## src/rtl/ex_muldiv_pkg.sv

```systemverilog
// ---------------------------------------------------------------------------
// ex_muldiv_pkg
// Shared opcode constants, divider FSM state codes and small helpers for the
// EX-stage multiply-accumulate / divide engine (ex_muldiv + div_unit).
// ---------------------------------------------------------------------------
package ex_muldiv_pkg;

    // EX-stage opcodes handled by this block
    localparam logic [7:0] EXE_NOP_OP   = 8'b0000_0000;
    localparam logic [7:0] EXE_MADD_OP  = 8'b1010_0110;
    localparam logic [7:0] EXE_MADDU_OP = 8'b1010_1000;
    localparam logic [7:0] EXE_MSUB_OP  = 8'b1010_1010;
    localparam logic [7:0] EXE_MSUBU_OP = 8'b1010_1011;
    localparam logic [7:0] EXE_DIV_OP   = 8'b0001_1010;
    localparam logic [7:0] EXE_DIVU_OP  = 8'b0001_1011;

    // Divider FSM state codes
    localparam logic [1:0] DIV_FREE   = 2'b00;
    localparam logic [1:0] DIV_BYZERO = 2'b01;
    localparam logic [1:0] DIV_ON     = 2'b10;
    localparam logic [1:0] DIV_END    = 2'b11;

    localparam logic RSTENABLE = 1'b1;

    // HI:LO pair
    typedef logic [63:0] dreg_t;

    typedef enum logic [1:0] {
        MD_NONE = 2'd0,
        MD_MADD = 2'd1,
        MD_DIV  = 2'd2
    } md_class_e;

    function automatic md_class_e md_classify(input logic [7:0] op);
        md_class_e c;
        case (op)
            EXE_MADD_OP, EXE_MADDU_OP,
            EXE_MSUB_OP, EXE_MSUBU_OP: c = MD_MADD;
            EXE_DIV_OP, EXE_DIVU_OP:   c = MD_DIV;
            default:                   c = MD_NONE;
        endcase
        return c;
    endfunction

    function automatic logic md_is_signed(input logic [7:0] op);
        return (op == EXE_MADD_OP) || (op == EXE_MSUB_OP) || (op == EXE_DIV_OP);
    endfunction

    function automatic logic md_is_sub(input logic [7:0] op);
        return (op == EXE_MSUB_OP) || (op == EXE_MSUBU_OP);
    endfunction

endpackage

```

## src/rtl/ex_muldiv_div.sv

```systemverilog
// ---------------------------------------------------------------------------
// div_unit
// Multi-cycle restoring divider: one quotient bit per clock, DIV_W steps.
// Ports:
//   clk, rst       clock, synchronous active-high reset
//   start_i        a divide op is present in EX (held until EX advances)
//   annul_i        flush: abandon any division in progress
//   signed_i       operands are two's complement
//   dividend_i     dividend (rs)
//   divisor_i      divisor (rt)
//   result_o       {remainder, quotient}
//   ready_o        result_o valid (END state)
// ---------------------------------------------------------------------------
module div_unit
    import ex_muldiv_pkg::*;
#(
    parameter int DIV_W = 32
) (
    input  logic                 clk,
    input  logic                 rst,
    input  logic                 start_i,
    input  logic                 annul_i,
    input  logic                 signed_i,
    input  logic [DIV_W-1:0]     dividend_i,
    input  logic [DIV_W-1:0]     divisor_i,
    output logic [2*DIV_W-1:0]   result_o,
    output logic                 ready_o
);

    localparam int ITER_W = $clog2(DIV_W);
    localparam logic [ITER_W-1:0] LAST_ITER = ITER_W'(DIV_W - 1);

    logic [1:0]        state_q, state_d;
    logic [ITER_W-1:0] iter_q, iter_d;
    logic [DIV_W-1:0]  rem_q, rem_d;
    // quo_q starts as the dividend and is shifted out MSB-first while the
    // quotient bits shift in from the bottom.
    logic [DIV_W-1:0]  quo_q, quo_d;
    logic [DIV_W-1:0]  divisor_q, divisor_d;
    logic              neg_quo_q, neg_quo_d;
    logic              neg_rem_q, neg_rem_d;

    logic [DIV_W:0]    rem_sh;
    logic [DIV_W:0]    trial;
    logic [DIV_W-1:0]  step_rem;
    logic [DIV_W-1:0]  step_quo;
    logic              dvd_neg;
    logic              dvs_neg;

    function automatic logic [DIV_W-1:0] cond_neg(input logic [DIV_W-1:0] x,
                                                  input logic             neg);
        return neg ? (~x + 1'b1) : x;
    endfunction

    // One restoring step. rem < divisor always holds, so the shifted
    // remainder fits in DIV_W+1 bits and the sign of the trial subtraction
    // is its top bit.
    always_comb begin
        rem_sh = {rem_q, quo_q[DIV_W-1]};
        trial  = rem_sh - {1'b0, divisor_q};
        if (trial[DIV_W]) begin
            step_rem = rem_sh[DIV_W-1:0];
            step_quo = {quo_q[DIV_W-2:0], 1'b0};
        end else begin
            step_rem = trial[DIV_W-1:0];
            step_quo = {quo_q[DIV_W-2:0], 1'b1};
        end
    end

    assign dvd_neg = signed_i & dividend_i[DIV_W-1];
    assign dvs_neg = signed_i & divisor_i[DIV_W-1];

    always_comb begin
        state_d   = state_q;
        iter_d    = iter_q;
        rem_d     = rem_q;
        quo_d     = quo_q;
        divisor_d = divisor_q;
        neg_quo_d = neg_quo_q;
        neg_rem_d = neg_rem_q;

        case (state_q)
            DIV_FREE: begin
                if (start_i && !annul_i) begin
                    if (divisor_i == '0) begin
                        state_d = DIV_BYZERO;
                    end else begin
                        state_d   = DIV_ON;
                        iter_d    = '0;
                        rem_d     = '0;
                        quo_d     = cond_neg(dividend_i, dvd_neg);
                        divisor_d = cond_neg(divisor_i, dvs_neg);
                        neg_quo_d = dvd_neg ^ dvs_neg;
                        neg_rem_d = dvd_neg;
                    end
                end
            end
            DIV_BYZERO: begin
                rem_d   = '0;
                quo_d   = '0;
                state_d = DIV_END;
            end
            DIV_ON: begin
                rem_d  = step_rem;
                quo_d  = step_quo;
                iter_d = iter_q + 1'b1;
                if (iter_q == LAST_ITER) begin
                    // Sign fix-up folded into the final step so END
                    // presents the finished result.
                    rem_d   = cond_neg(step_rem, neg_rem_q);
                    quo_d   = cond_neg(step_quo, neg_quo_q);
                    iter_d  = '0;
                    state_d = DIV_END;
                end
            end
            DIV_END: begin
                // Hold the result until EX moves on to a non-divide op.
                if (!start_i) begin
                    state_d = DIV_FREE;
                end
            end
            default: state_d = DIV_FREE;
        endcase

        if (annul_i) begin
            state_d = DIV_FREE;
        end
    end

    always_ff @(posedge clk) begin
        if (rst == RSTENABLE) begin
            state_q   <= DIV_FREE;
            iter_q    <= '0;
            rem_q     <= '0;
            quo_q     <= '0;
            divisor_q <= '0;
            neg_quo_q <= 1'b0;
            neg_rem_q <= 1'b0;
        end else begin
            state_q   <= state_d;
            iter_q    <= iter_d;
            rem_q     <= rem_d;
            quo_q     <= quo_d;
            divisor_q <= divisor_d;
            neg_quo_q <= neg_quo_d;
            neg_rem_q <= neg_rem_d;
        end
    end

    assign ready_o  = (state_q == DIV_END);
    assign result_o = {rem_q, quo_q};

endmodule

```

## src/rtl/ex_muldiv.sv

```systemverilog
// ---------------------------------------------------------------------------
// ex_muldiv
// EX-stage multi-cycle arithmetic: MADD/MADDU/MSUB/MSUBU (two-pass through
// ex_mem using hilo_temp/cnt) and DIV/DIVU (via div_unit).
// Ports:
//   clk, rst          clock, synchronous active-high reset
//   aluop_i           EX opcode
//   reg1_i, reg2_i    rs / rt operands
//   hi_i, lo_i        current (forwarded) HI/LO
//   hilo_i, cnt_i     partial product and pass count returned by ex_mem
//   annul_i           flush, aborts a division
//   hilo_temp_o       partial product to ex_mem
//   cnt_o             next pass count to ex_mem
//   stallreq_o        pipeline stall request
//   whilo_o           HI/LO write enable
//   hi_o, lo_o        HI/LO write data
// DIV_W is the divider width and matches the 32-bit operand width.
// ---------------------------------------------------------------------------
module ex_muldiv
    import ex_muldiv_pkg::*;
#(
    parameter int DIV_W = 32
) (
    input  logic        clk,
    input  logic        rst,
    input  logic [7:0]  aluop_i,
    input  logic [31:0] reg1_i,
    input  logic [31:0] reg2_i,
    input  logic [31:0] hi_i,
    input  logic [31:0] lo_i,
    input  logic [63:0] hilo_i,
    input  logic [1:0]  cnt_i,
    input  logic        annul_i,
    output logic [63:0] hilo_temp_o,
    output logic [1:0]  cnt_o,
    output logic        stallreq_o,
    output logic        whilo_o,
    output logic [31:0] hi_o,
    output logic [31:0] lo_o
);

    md_class_e op_class;
    logic      op_signed;
    logic      op_sub;
    dreg_t     prod;
    dreg_t     acc_sum;
    dreg_t     madd_res_q, madd_res_d;
    logic [63:0] div_res;
    logic        div_ready;

    assign op_class  = md_classify(aluop_i);
    assign op_signed = md_is_signed(aluop_i);
    assign op_sub    = md_is_sub(aluop_i);

    // Sign- or zero-extend to 64 bits; the low 64 bits of the 64x64 product
    // are then correct for both signed and unsigned operands.
    always_comb begin
        logic [63:0] a_ext;
        logic [63:0] b_ext;
        a_ext = {{32{op_signed & reg1_i[31]}}, reg1_i};
        b_ext = {{32{op_signed & reg2_i[31]}}, reg2_i};
        prod  = a_ext * b_ext;
        if (op_sub) begin
            prod = ~prod + 64'd1;
        end
    end

    assign acc_sum = hilo_i + {hi_i, lo_i};

    div_unit #(
        .DIV_W(DIV_W)
    ) u_div (
        .clk        (clk),
        .rst        (rst),
        .start_i    (op_class == MD_DIV),
        .annul_i    (annul_i),
        .signed_i   (op_signed),
        .dividend_i (reg1_i),
        .divisor_i  (reg2_i),
        .result_o   (div_res),
        .ready_o    (div_ready)
    );

    // The accumulated result is captured on the summing pass so that a
    // later-stage stall (cnt_i==2) replays it even if HI/LO forwarding moves.
    always_comb begin
        madd_res_d = madd_res_q;
        if (op_class == MD_MADD && cnt_i == 2'd1) begin
            madd_res_d = acc_sum;
        end
    end

    always_ff @(posedge clk) begin
        if (rst == RSTENABLE) begin
            madd_res_q <= '0;
        end else begin
            madd_res_q <= madd_res_d;
        end
    end

    always_comb begin
        hilo_temp_o = '0;
        cnt_o       = 2'd0;
        stallreq_o  = 1'b0;
        whilo_o     = 1'b0;
        hi_o        = '0;
        lo_o        = '0;

        if (rst != RSTENABLE) begin
            case (op_class)
                MD_MADD: begin
                    case (cnt_i)
                        2'd0: begin
                            hilo_temp_o = prod;
                            cnt_o       = 2'd1;
                            stallreq_o  = 1'b1;
                        end
                        2'd1: begin
                            hilo_temp_o   = hilo_i;
                            cnt_o         = 2'd2;
                            whilo_o       = 1'b1;
                            {hi_o, lo_o}  = acc_sum;
                        end
                        default: begin
                            hilo_temp_o   = hilo_i;
                            cnt_o         = 2'd2;
                            whilo_o       = 1'b1;
                            {hi_o, lo_o}  = madd_res_q;
                        end
                    endcase
                end
                MD_DIV: begin
                    stallreq_o = ~div_ready;
                    if (div_ready && !annul_i) begin
                        whilo_o = 1'b1;
                        hi_o    = div_res[63:32];
                        lo_o    = div_res[31:0];
                    end
                end
                default: ;
            endcase
        end
    end

endmodule

```

## config.mk

```make
export PLATFORM = sky130hd
export DESIGN_NAME = ex_muldiv
export DESIGN_NICKNAME = d
export VERILOG_FILES = /design/src/rtl/ex_muldiv_pkg.sv /design/src/rtl/ex_muldiv_div.sv /design/src/rtl/ex_muldiv.sv
export SDC_FILE = /design/constraint.sdc
export NUM_CORES = 2
export LEC_CHECK = 0
export ABC_AREA = 1
export CAP_MARGIN = 5
export CORE_UTILIZATION = 64
export DETAILED_ROUTE_END_ITERATION = 10
export PLACE_DENSITY = 0.93
export RECOVER_POWER = 100
export SLEW_MARGIN = 25
export SYNTH_ARGS = -nofsm -noshare
export SYNTH_HDL_FRONTEND = slang
export SYNTH_HIERARCHICAL = 1
export SYNTH_SLANG_ARGS = --single-unit
```

## constraint.sdc

```tcl
create_clock -name clk -period 28.3 [get_ports clk]
set_input_delay 8.49 -clock clk [delete_from_list [all_inputs] [get_ports clk]]
set_output_delay 8.49 -clock clk [all_outputs]
set_load 0.05 [all_outputs]
```

==> qor.yml <==
clocking:
  cts_hold_buf: 0
  cts_setup_buffers: 0
  clkTransAtPathRegs_ns: 0.08
  htreeDepth: 4
  numCtsBuffers: 17
  clk_latency_ns: 0.46
  cts_tree: "done"
  cts_sinks: 169
  cts-root-buf: "clkbuf_16"
  clock_path_buffers: 2
timing:
  postLayoutSetupSlackWorst_ns: 0.301
  finalHoldViolations: 0
  tightest_slew_ns: 3.34
  fmax_mhz: 35.7
  setup_viol: 0
  skew_ns: 0.0118
  finalCriticalPeriod_ns: 28.00
  finalCritPeriodShare: 0.989
  setup_tns_ns: 0
  slew_viol_final: 354
  grt_setup_unrepaired: "false"
  relSlewSlack: -1.23
critical_path:
  worst_ep_arrival_time_ns: 19.51
  r2r_cells: 10
  worstReg2RegStart: "u_div/state_q[0]"
  crit_path_start_kind: "input port"
  crit_required_ns: 19.81
  r2r_end: "u_div/rem_q[30]"
  critPathCaptureType: "primary output"
  cp.depth: 34
  regToRegSetupSlack_ns: 22.00
  critical_path.slowest_cell: "dlygate4sd3_1"
  crit_type: "in2out"
  crit_family: "adder cells"
  crit_top_cell: "nand2_1"
  cpPeakStageDelay_ns: 0.88
  crit_path_end: "hilo_temp_o[46]"
  crit_start: "aluop_i[7]"
  crit_buf_inv: 6
  crit_fanout: 10
synthesis:
  synthesis.area_sq_um: 61800
  ys_ff_latch: 169
  syn_area_per_cell_sq_um: 6.80
  async_flop_share: 0
  synth_top_area_frac: 0.365
  synth_top_cell_by_area: "fa_1"
  ys_types: 68
  synth_edf_count: 0
  netlist_instances: 9096
  synth_area_leaders: "fa_1 (36%), nand2_1 (17%), inv_1 (13%)"
  synth_ff_type: "dfxtp_1"
  yosysWarnings: 6
  ys_seq_area_frac: 0.0547
  synth_nets: 10700
layout:
  multiInputGateArea_sq_um: 48800
  area_growth_pct: 8.32
  seqCellArea_sq_um: 3380
  final_nets: 10900
  fillers: 7309
  drive_gt1_frac: 0.0438
place:
  hpwlAfterDp_microns: 210000
  gp_routability_congestion: 1.10
  numPortBuffers: 336
  post-place-ws_ns: 0.757
global_route:
  grt_usage: 0.538
  grt_overflow: 0
  antenna_found_initial: 49
  grt_pass1_wl_microns: 390000
  grt_max_degree: 69
  grt_pass1_vias: 66600
routing:
  final_antenna_net_count: 0
  vias: 64000
  drt_first_pass_iters: 11
  vias_per_cell: 6.07
  drtIter0Drc: 8734
  drt_wl_total_microns: 261000
  wl_per_cell_microns: 24.7
  drc: 193
worst_hold_path:
  min_path_cells: 2
  hp-class: "reg2reg"
floorplanning:
  die_y_microns: 313
  die_w_microns: 313
  num_io_pins: 337
  start_util: 0.649
  rows: 113
  core_area_sq_um: 95300
  die_area_sq_um: 97900
flow_run:
  cap_violations: 8
outcome:
  outcome: "finished, violations left"
  violations: "design-rule violations, max-capacitance violations, max-slew violations"
cell families (layout without fill, tap and decap cells):
| family | Yosys count | count (layout) | share of synthesized area |
|---|---|---|---|
| AOI/OAI and AO/OA | 835 | 835 | 0.0760 |
| xor gates and xnor gates | 129 | 129 | 0.0186 |
| adders and majority gates | 1446 | 1446 | 0.429 |
| buffers and inverters | 2570 | 2712 | 0.157 |
| DFF | 169 | 169 | 0.0547 |
| other | 0 | 39 | 0 |
| and+or+nand+nor | 3947 | 3947 | 0.264 |
what timing repair did:
action / in CTS / in global routing
hold endpoints to repair: 0 / 0
resized for setup: 0 / 1
endpoints found under the setup margin: 0 / 3
placed cells by master, fill, tap and decap left out, types with 38 or more instances in the layout:
cell type        count
a21oi_1            335
a31oi_1             83
buf_4              126
clkdlybuf4s50_1    183
dfxtp_1            169
diode_2             39
dlygate4sd3_1      116
fa_1              1127
ha_1               319
inv_1             2167
nand2_1           2790
nand2_2             53
nand3_1            299
nand4_1             80
nor2_1             483
nor2_2              38
nor3_1              52
o21ai_0            266
xnor2_1             48
xor2_1              78
final cells by class:
| type | count | area share |
|---|---|---|
| multi-input combinational | 6357 | 0.728 |
| clock inverter | 15 | 0.00280 |
| antenna | 39 | 0.00146 |
| inverter | 2207 | 0.124 |
| clock buffer | 17 | 0.00635 |
| tap | 1265 | 0.0236 |
| timing repair buffer | 473 | 0.0636 |
| sequential | 169 | 0.0505 |
Yosys cell counts, types with 7 or more instances:
master and count:
inv_2 35, o31ai_1 9, buf_1 13, fa_1 1127, a31oi_1 83, nor2_2 37, nand4_1 80, and2_1 7
a32o_1 12, buf_2 7, a21o_1 16, nand2_4 8, nor2_1 486, ha_1 319, inv_1 2168, nand2_1 2790
nand3_1 299, nor3_2 8, nor3_1 53, o21ai_1 20, nand2_2 53, xnor2_1 48, clkbuf_1 335, a21oi_1 335
a221oi_1 11, xor2_1 78, nand3b_1 37, or2_2 29, o21ai_2 7, dfxtp_1 169, nor2_4 8, nor4_1 23
o21bai_1 20, o211ai_1 14, o21a_1 16, o21ai_0 264
stage by stage:
step / std cells / hold WS [ns] / instance area (sq um) / util
global route: 10500 / 0.493 / 66900 / 0.702
finish: 10500 / 0.468 / 67000 / 0.703
global placement: 10500 / 0.448 / 66500 / 0.697
floorplan: 9096 / 0.440 / 61800 / -
detailed placement: 10500 / 0.457 / 66400 / 0.697
CTS: 10500 / 0.469 / 67000 / 0.703
worst min-delay path by stage:
stage	slack (ns)	startpoint	to
5_1_grt	0.49	madd_res_q[57]	madd_res_q[57]
3_3_place_gp	0.45	madd_res_q[0]	madd_res_q[0]
4_1_cts	0.47	madd_res_q[5]	madd_res_q[5]
2_1_floorplan	0.44	u_div/divisor_q[31]	u_div/divisor_q[31]
6_report	0.47	madd_res_q[5]	madd_res_q[5]
3_5_place_dp	0.46	madd_res_q[5]	madd_res_q[5]
registers in the layout (all words and copies together) (netlist names):
name	count
u_div/quo_q	32
u_div/divisor_q	32
u_div/state_q	2
madd_res_q	64
u_div/iter_q	5
u_div/neg_rem_q	1
u_div/rem_q	32
u_div/neg_quo_q	1
per-layer routing:
| metal | vias to the layer above | wire, microns | GRT usage |
|---|---|---|---|
| li1 | 27200 | - | - |
| met1 | 29600 | 82300 | 0.573 |
| met2 | 5124 | 111000 | 0.803 |
| met3 | 2075 | 37900 | 0.249 |
| met4 | 48 | 28300 | 0.459 |
| met5 | - | 879 | 0.0575 |
worst min-delay path: cells and delay by family, from the launching register on:
kind	cells	cell delay (ns)
DFF	1	0.31
and+or+nand+nor	1	0.06
AOI/OAI and AO/OA	1	0.05
Power is left out: the tool's default activity adds up to more than one toggle a clock period on the data nets, which glitch-free logic cannot reach.
